**config.mk**
```make
export PLATFORM = sky130hd
export DESIGN_NAME = vga_timing_gen
export DESIGN_NICKNAME = d
export VERILOG_FILES = /design/src/rtl/vga_timing_pkg.sv /design/src/rtl/vga_timing_gen_sync_delay.sv /design/src/rtl/vga_timing_gen.sv
export SDC_FILE = /design/constraint.sdc
export NUM_CORES = 1
export LEC_CHECK = 0
export CAP_MARGIN = 20
export CORE_ASPECT_RATIO = 1.1
export CORE_MARGIN = 5
export CORE_UTILIZATION = 45
export CTS_BUF_LIST = sky130_fd_sc_hd__clkbuf_8
export DETAILED_ROUTE_END_ITERATION = 12
export HOLD_SLACK_MARGIN = 0.06
export PLACE_DENSITY = 0.85
export SLEW_MARGIN = 20
export SYNTH_ARGS = -nofsm -noshare
export SYNTH_HDL_FRONTEND = slang
export SYNTH_SLANG_ARGS = --single-unit
```
**constraint.sdc**
```tcl
create_clock -name clk -period 2.3 [get_ports clk]
set_input_delay 0.345 -clock clk [delete_from_list [all_inputs] [get_ports clk]]
set_output_delay 0.345 -clock clk [all_outputs]
set_load 0.005 [all_outputs]
```
**src/rtl/vga_timing_pkg.sv**
```systemverilog
`default_nettype none
// ============================================================================
// vga_timing_pkg : timing constants and types shared by the VGA timing block
// Rev 1.0
// ============================================================================
package vga_timing_pkg;

  // 640x480@60 timing set, 25.175 MHz pixel rate
  localparam int unsigned C_H_ACTIVE = 640;
  localparam int unsigned C_H_FP     = 16;
  localparam int unsigned C_H_SYNC   = 96;
  localparam int unsigned C_H_BP     = 48;
  localparam int unsigned C_H_TOTAL  = C_H_ACTIVE + C_H_FP + C_H_SYNC + C_H_BP;

  localparam int unsigned C_V_ACTIVE = 480;
  localparam int unsigned C_V_FP     = 10;
  localparam int unsigned C_V_SYNC   = 2;
  localparam int unsigned C_V_BP     = 33;
  localparam int unsigned C_V_TOTAL  = C_V_ACTIVE + C_V_FP + C_V_SYNC + C_V_BP;

  typedef logic [9:0] coord_t;
  typedef logic [9:0] frame_ctr_t;

  // Half-open window test lo <= v < hi, done in 32 bits so hi may equal 1024
  function automatic logic in_window(input coord_t v, input int unsigned lo,
                                     input int unsigned hi);
    return (32'(v) >= lo) && (32'(v) < hi);
  endfunction

endpackage
`default_nettype wire

```
**src/rtl/vga_timing_gen_sync_delay.sv**
```systemverilog
`default_nettype none
// ============================================================================
// sync_delay_line : enable-qualified shift register; DEPTH=0 is a passthrough
// Rev 1.0
// ============================================================================
module sync_delay_line #(
  parameter int unsigned      WIDTH   = 2,
  parameter int unsigned      DEPTH   = 1,
  parameter logic [WIDTH-1:0] RST_VAL = '0
) (
  input  logic             clk,
  input  logic             rst_n,
  input  logic             i_en,
  input  logic [WIDTH-1:0] i_d,
  output logic [WIDTH-1:0] o_q
);

  generate
    if (DEPTH == 0) begin : g_passthrough
      assign o_q = i_d;
    end else begin : g_shift
      logic [WIDTH-1:0] r_pipe [DEPTH];

      always_ff @(posedge clk) begin
        if (!rst_n) begin
          for (int i = 0; i < int'(DEPTH); i++) r_pipe[i] <= RST_VAL;
        end else if (i_en) begin
          r_pipe[0] <= i_d;
          for (int i = 1; i < int'(DEPTH); i++) r_pipe[i] <= r_pipe[i-1];
        end
      end

      assign o_q = r_pipe[DEPTH-1];
    end
  endgenerate

endmodule
`default_nettype wire

```
**src/rtl/vga_timing_gen.sv**
```systemverilog
`default_nettype none
// ============================================================================
// vga_timing_gen : raster counters, blanking/sync timing, strobes, frame count
// Rev 1.0
// ============================================================================
module vga_timing_gen
  import vga_timing_pkg::*;
#(
  parameter int unsigned H_ACTIVE   = C_H_ACTIVE,
  parameter int unsigned H_FP       = C_H_FP,
  parameter int unsigned H_SYNC     = C_H_SYNC,
  parameter int unsigned H_BP       = C_H_BP,
  parameter int unsigned V_ACTIVE   = C_V_ACTIVE,
  parameter int unsigned V_FP       = C_V_FP,
  parameter int unsigned V_SYNC     = C_V_SYNC,
  parameter int unsigned V_BP       = C_V_BP,
  parameter bit          HS_POL     = 1'b0,
  parameter bit          VS_POL     = 1'b0,
  parameter int unsigned SYNC_DELAY = 1
) (
  input  logic       clk,
  input  logic       rst_n,
  input  logic       i_pix_en,
  output coord_t     o_x,
  output coord_t     o_y,
  output logic       o_frame_active,
  output logic       o_h_sync,
  output logic       o_v_sync,
  output logic       o_line_start,
  output logic       o_frame_start,
  output frame_ctr_t o_frame_ctr
);

  // Totals must stay <= 1024 so the last coordinate fits coord_t
  localparam int unsigned c_h_total  = H_ACTIVE + H_FP + H_SYNC + H_BP;
  localparam int unsigned c_v_total  = V_ACTIVE + V_FP + V_SYNC + V_BP;
  localparam coord_t      c_h_last   = coord_t'(c_h_total - 1);
  localparam coord_t      c_v_last   = coord_t'(c_v_total - 1);
  localparam int unsigned c_hs_start = H_ACTIVE + H_FP;
  localparam int unsigned c_hs_end   = c_hs_start + H_SYNC;
  localparam int unsigned c_vs_start = V_ACTIVE + V_FP;
  localparam int unsigned c_vs_end   = c_vs_start + V_SYNC;
  localparam logic [1:0]  c_sync_idle = {~HS_POL, ~VS_POL};

  coord_t     r_x, r_y;
  logic       r_active;
  logic [1:0] r_sync;
  logic       r_line_start, r_frame_start;
  frame_ctr_t r_frame_ctr;

  logic       w_x_wrap, w_y_wrap, w_frame_wrap;
  coord_t     w_x_nxt, w_y_nxt;
  logic       w_active_nxt;
  logic [1:0] w_sync_raw, w_sync_dly;

  assign w_x_wrap     = (r_x == c_h_last);
  assign w_y_wrap     = (r_y == c_v_last);
  assign w_frame_wrap = w_x_wrap && w_y_wrap;
  assign w_x_nxt      = w_x_wrap ? '0 : r_x + coord_t'(1);
  assign w_y_nxt      = !w_x_wrap ? r_y : (w_y_wrap ? '0 : r_y + coord_t'(1));

  // Decoded from the next coordinates so every registered output lines up with x/y
  assign w_active_nxt = (32'(w_x_nxt) < H_ACTIVE) && (32'(w_y_nxt) < V_ACTIVE);
  assign w_sync_raw[1] = in_window(w_x_nxt, c_hs_start, c_hs_end) ? HS_POL : ~HS_POL;
  assign w_sync_raw[0] = in_window(w_y_nxt, c_vs_start, c_vs_end) ? VS_POL : ~VS_POL;

  sync_delay_line #(
    .WIDTH   (2),
    .DEPTH   (SYNC_DELAY),
    .RST_VAL (c_sync_idle)
  ) u_sync_delay (
    .clk   (clk),
    .rst_n (rst_n),
    .i_en  (i_pix_en),
    .i_d   (w_sync_raw),
    .o_q   (w_sync_dly)
  );

  always_ff @(posedge clk) begin
    if (!rst_n) begin
      r_x           <= '0;
      r_y           <= '0;
      r_active      <= 1'b0;
      r_sync        <= c_sync_idle;
      r_line_start  <= 1'b0;
      r_frame_start <= 1'b0;
      r_frame_ctr   <= '0;
    end else begin
      r_line_start  <= 1'b0;
      r_frame_start <= 1'b0;
      if (i_pix_en) begin
        r_x           <= w_x_nxt;
        r_y           <= w_y_nxt;
        r_active      <= w_active_nxt;
        r_sync        <= w_sync_dly;
        r_line_start  <= w_x_wrap;
        r_frame_start <= w_frame_wrap;
        if (w_frame_wrap) r_frame_ctr <= r_frame_ctr + frame_ctr_t'(1);
      end
    end
  end

  assign o_x            = r_x;
  assign o_y            = r_y;
  assign o_frame_active = r_active;
  assign o_h_sync       = r_sync[1];
  assign o_v_sync       = r_sync[0];
  assign o_line_start   = r_line_start;
  assign o_frame_start  = r_frame_start;
  assign o_frame_ctr    = r_frame_ctr;

endmodule
`default_nettype wire
```
==> impl_metrics.ini, run 1 <==
[clock_tree]
cts.clk_slew.worst_paths_ns = 0.08
cts_tree = done
clkSinkCount = 37
clk_path_buf_depth = 2
numCtsBuffers = 5
cts_max_level = 2
cts-root-buf = clkbuf_8
post_cts_buffers = 0
clk_latency_ns = 0.29

[final_layout]
drive_gt1_frac = 0.147
fin_area_um2 = 2790
fillerInstances = 428
layout_commonest_cell = clkdlybuf4s50_1
layoutNonFillerInstCount = 356
finalNetCount = 306
area_growth_pct = 30.5
num_antenna_cells = 0
fin_util = 0.605
final_cell_mix = clkdlybuf4s50_1 (37), dfxtp_1 (35), nand2_1 (22), buf_4 (22), and2_1 (16)

[floorplanning]
dieArea_um2 = 6240
die_y_um = 82.3
num_rows = 26
dieWidth_um = 75.8
io-pin-count = 38
initial_utilization = 0.463
coreArea_um2 = 4620

[timing]
holdWs_ns = 0.470
finalCritPeriodShare = 0.932
worst_pin_slew_ns = 0.524
final-hold-violation-count = 0
maxSlewHeadroom = 0.642
maxSlewViolCount = 0
skew_ns = 0.00461
setup_ws_ns = 0.155
setup_viol = 0
grt_setup_unrepaired = no
fin_crit_ns = 2.14
setup_tns_ns = 0
fmax_ghz = 0.466

[route]
vias_per_cell = 5.65
via_count = 2010
drtIter0Drc = 193
routed_wl_mm = 5.16
drt_pass1_iterations = 4
drcViolationCount = 0
wl_per_cell_um = 14.5
antenna_left = 0

[place]
dp.cells = 348
post-place-ws_ns = 0.152
hpwl_mm = 3.73
gp_congestion = 0.918
io_buffer_count = 37
dpl_cell_area_um2 = 2660

[yosys]
synth_cell_types = 54
ys_ff_latch = 37
avgSynthCellArea_um2 = 8.63
syn_area_um2 = 2140
syn_inst = 248
synth_nets = 255
synthArstFlopShare = 0
yosys_warnings = 0
synth.yosys.seq_area_share = 0.355
ys.flop_type = dfxtp_1
synth_edf_count = 2

[min_path]
hold_class = register to register

[power_and_ir_drop]
powerDensity_nw_per_um2 = 472
vdd_drop_max_mv = 0.399
p_total_mw = 1.32
p_leak_nw = 1.03

[global_route]
grtUsageTotal = 0.180
antenna_found_initial = 0
grt_pass1_vias = 1892
grt_max_degree = 25
grt_pass1_wl_mm = 8.75
grt_overflow = 0

[worst_setup_path]
r2r_setup_slack_ns = 0.16
crit_top_cell = and4_1
path_cells = and4_1 -> nand2_1 -> or3_1 -> a211oi_1 -> and4_1 -> o2111ai_1
r2r_cells = 6
crit_required_ns = 2.32
max_stage_delay_ns = 0.51
arrival_ns = 2.16
r2r_end = u_sync_delay.g_shift.r_pipe[0][0]
cp-end-kind = register
setup.worst_path.start_class = register
reg2reg_from = o_y[3]
slowest_stage = dfxtp_1
crit_path_end = u_sync_delay.g_shift.r_pipe[0][0]
startpoint = o_y[3]
worstPathMaxFanout = 8
crit_type = register to register

[job]
maxCapViolCount = 0

[status]
status = finished, final reports clean
==> flip-flops by register name (all words and copies together) (netlist names) <==
| register | count |
|---|---|
| o_frame_start | 1 |
| u_sync_delay.g_shift.r_pipe | 2 |
| o_frame_active | 1 |
| o_y | 10 |
| o_frame_ctr | 10 |
| o_x | 10 |
| r_sync | 2 |
| o_line_start | 1 |
==> worst max-delay path: cells and delay by family, from the launching register on <==
kind            cells  cell delay (ns)
compound gates      2             0.32
simple gates        4             1.04
flops               1             0.51
==> kinds of logic after synthesis <==
group,after synthesis,synth area share
multiplexers,4,0.0187
flip-flops,37,0.355
buffers and inverters,22,0.0526
XOR/XNOR,19,0.0777
AO/OA/AOI/OAI,47,0.149
AND/OR/NAND/NOR,115,0.323
adder cells (fa/ha/maj),4,0.0234
==> how the worst min path moves through the flow <==
stage                                       from        end  slack, ns  cells past startpoint
2_1_floorplan  u_sync_delay.g_shift.r_pipe[0][0]  r_sync[0]       0.44                      2
3_3_place_gp   u_sync_delay.g_shift.r_pipe[0][1]  r_sync[1]       0.44                      2
3_5_place_dp   u_sync_delay.g_shift.r_pipe[0][0]  r_sync[0]       0.45                      2
4_1_cts        u_sync_delay.g_shift.r_pipe[0][0]  r_sync[0]       0.47                      2
5_1_grt        u_sync_delay.g_shift.r_pipe[0][0]  r_sync[0]       0.50                      2
6_report       u_sync_delay.g_shift.r_pipe[0][0]  r_sync[0]       0.47                      2
==> power breakdown <==
| part | switching (mW) | total [mW] | internal (mW) |
|---|---|---|---|
| registers | 0.00569 | 0.658 | 0.653 |
| logic | 0.0324 | 0.0652 | 0.0327 |
| clock network | 0.242 | 0.595 | 0.353 |
==> area by class of cell <==
cell class              instances  area, um^2  area share
clock buffers                   6        82.6      0.0296
multi-input cells             189        1280       0.459
repair buffers                 59         536       0.192
inverters                       7        26.3     0.00940
clock inverters                 2        37.5      0.0134
well taps                      56        70.1      0.0251
flip-flops and latches         37         761       0.272
==> Yosys cell counts (6+ instances only) <==
cell	count	area, um^2
a21boi_0	6	45.0
a21oi_1	9	45.0
and2_1	16	100
and3_1	6	37.5
buf_2	6	30.0
dfxtp_1	35	701
inv_1	7	26.3
nand2_1	22	82.6
nand3_1	12	60.1
nor2_1	10	37.5
nor2b_1	8	50.1
nor3_1	9	45.0
o21ai_0	11	55.1
xnor2_1	14	123
==> routing by layer <==
| layer | GRT usage | vias up | wire length, um |
|---|---|---|---|
| met5 | 0 | - | 0 |
| met4 | 0.0752 | 0 | 167 |
| met3 | 0.0424 | 17 | 281 |
| met2 | 0.279 | 67 | 2350 |
| met1 | 0.236 | 936 | 2360 |
| li1 | - | 990 | - |
==> repair_timing <==
| action | in CTS | in global routing |
|---|---|---|
| resized for setup | 0 | 4 |
| setup endpoints to repair | 0 | 3 |
| hold buffers | 0 | 0 |
No activity file was read; power rests on OpenSTA's default activity.
==> run 2, diff against run 1 <==
--- a/config.mk
+++ b/config.mk
@@ -13,7 +13,7 @@
 export DETAILED_ROUTE_END_ITERATION = 12
 export HOLD_SLACK_MARGIN = 0.06
 export PLACE_DENSITY = 0.85
-export SLEW_MARGIN = 20
+export SLEW_MARGIN = 10
 export SYNTH_ARGS = -nofsm -noshare
 export SYNTH_HDL_FRONTEND = slang
 export SYNTH_SLANG_ARGS = --single-unit
==> results of run 2 <==
Same layout as run 1: the final DEF is identical, and so are final timing and power.
==> run 3, diff against run 2 <==
--- a/config.mk
+++ b/config.mk
@@ -8,11 +8,12 @@
 export CAP_MARGIN = 20
 export CORE_ASPECT_RATIO = 1.1
 export CORE_MARGIN = 5
-export CORE_UTILIZATION = 45
+export CORE_UTILIZATION = 49
 export CTS_BUF_LIST = sky130_fd_sc_hd__clkbuf_8
+export CTS_CLUSTER_SIZE = 14
 export DETAILED_ROUTE_END_ITERATION = 12
 export HOLD_SLACK_MARGIN = 0.06
-export PLACE_DENSITY = 0.85
+export PLACE_DENSITY = 0.9
 export SLEW_MARGIN = 10
 export SYNTH_ARGS = -nofsm -noshare
 export SYNTH_HDL_FRONTEND = slang
==> run 3 against run 2 <==
Utilization up 3.6 points. Critical path depth up 1. Worst hold slack about the same. Non-clock buffer count down 2. Design area down 2.4%. First-iteration DRC count down 23%. Largest cell class unchanged. Highest routed layer unchanged. Largest power group unchanged. Clock power down 29%. Register-to-register slack worse by 0.04 ns. Final cell count down 1.4%. Clock skew down 0.0020 ns.
==> impl_metrics.ini, run 3 (same netlist as run 1, synthesis figures left out) <==
[status]
status = finished, final reports clean

[clock_tree]
clk_path_buf_depth = 2
cts.clk_slew.worst_paths_ns = 0.07
cts_max_level = 2
clk_latency_ns = 0.29
numCtsBuffers = 5
clkSinkCount = 37
cts_tree = done
cts-root-buf = clkbuf_8

[worst_setup_path]
crit_required_ns = 2.31
setup.worst_path.start_class = register
r2r_setup_slack_ns = 0.12
startpoint = o_x[7]
reg2reg_from = o_x[7]
cp-end-kind = register
crit_type = register to register
arrival_ns = 2.19
worstPathMaxFanout = 9

[final_layout]
multi_input_area_um2 = 1270
finalNetCount = 304
num_antenna_cells = 0
final_cell_mix = clkdlybuf4s50_1 (37), dfxtp_1 (34), nand2_1 (22)
drive_gt1_frac = 0.138
area_growth_pct = 27.4
final-seq-area_um2 = 762
fin_util = 0.641
layoutNonFillerInstCount = 351
fillerInstances = 384
layout_commonest_cell = clkdlybuf4s50_1

[route]
drt_pass1_iterations = 4
vias_per_cell = 5.69
drcViolationCount = 0
via_count = 1997
drtIter0Drc = 148
wl_per_cell_um = 15.1
routed_wl_mm = 5.29
antenna_left = 0

[place]
gp_congestion = 0.944
io_buffer_count = 37
dp.cells = 343
hpwl_mm = 3.85

[power_and_ir_drop]
powerDensity_nw_per_um2 = 421
p_leak_nw = 0.990
vdd_drop_max_mv = 0.225

[timing]
final-hold-violation-count = 0
setup_viol = 0
fmax_ghz = 0.459
fin_crit_ns = 2.18
finalCritPeriodShare = 0.948
setup_tns_ns = 0
maxSlewHeadroom = 0.686
grt_setup_unrepaired = no
maxSlewViolCount = 0
skew_ns = 0.00265
worst_pin_slew_ns = 0.467

[global_route]
grt_overflow = 0
grt_pass1_wl_mm = 8.86
grt_pass1_vias = 1931
grt_max_degree = 19
antenna_found_initial = 0
grtUsageTotal = 0.194

[floorplanning]
die_y_um = 79.3
num_rows = 25
dieArea_um2 = 5790
dieWidth_um = 73.0
io-pin-count = 38
coreArea_um2 = 4250
initial_utilization = 0.503

[min_path]
hold_class = register to register
hold_start = u_sync_delay.g_shift.r_pipe[0][0]

[job]
maxCapViolCount = 0
-- run 3: worst paths after layout --
| check | endpoint | depth (start not counted) |
|---|---|---|
| hold reg to reg | r_sync[0] | 2 |
| setup / recovery | u_sync_delay.g_shift.r_pipe[0][0] | 7 |
| hold / removal | r_sync[0] | 2 |
| setup reg to reg | u_sync_delay.g_shift.r_pipe[0][0] | 7 |
-- run 3: layout make-up --
type / instances / share of cell area
inverter: 7 / 0.00963
tap: 54 / 0.0248
clock buffer: 5 / 0.0252
sequential: 37 / 0.279
clock inverter: 2 / 0.00321
multi-input combinational: 189 / 0.467
timing repair buffer: 57 / 0.191
-- run 3: through the flow --
step	cell area [um^2]	hold WS (ns)	power, mW	worst slack (ns)
after global placement	2640	0.441	0.737	0.157
after CTS	2710	0.474	1.16	0.0888
after floorplan	2140	0.438	0.705	0.0459
after global routing	2730	0.509	1.19	0.00813
after detailed placement	2640	0.457	0.740	0.120
final	2730	0.470	1.15	0.119
-- run 3: power by group --
group	total (mW)	internal, mW	switching (mW)
Sequential	0.659	0.653	0.00562
Combinational	0.0660	0.0338	0.0322
Clock	0.422	0.201	0.221
Total	1.15	0.888	0.259
-- run 3: critical path: stages, from the launching register on --
cell       delay, ns
dfxtp_2         0.38
nor4b_4         0.43
buf_4           0.18
and3_1          0.20
a31oi_1         0.11
a211oi_1        0.21
and4_1          0.24
o2111ai_1       0.14
-- run 3: what timing repair did --
action / 4_1_cts / 5_1_grt
buffers inserted: 0 / 1
hold buffers: 0 / 0
gates resized for setup: 0 / 3
setup endpoints to repair: 0 / 3
-- run 3: per-layer routing --
layer | up-vias | global-route usage | share of wire
met5 | - | 0 | 0
met4 | 0 | 0.0830 | 0.023
met3 | 11 | 0.0354 | 0.054
met2 | 59 | 0.322 | 0.51
met1 | 945 | 0.242 | 0.42
li1 | 982 | - | -
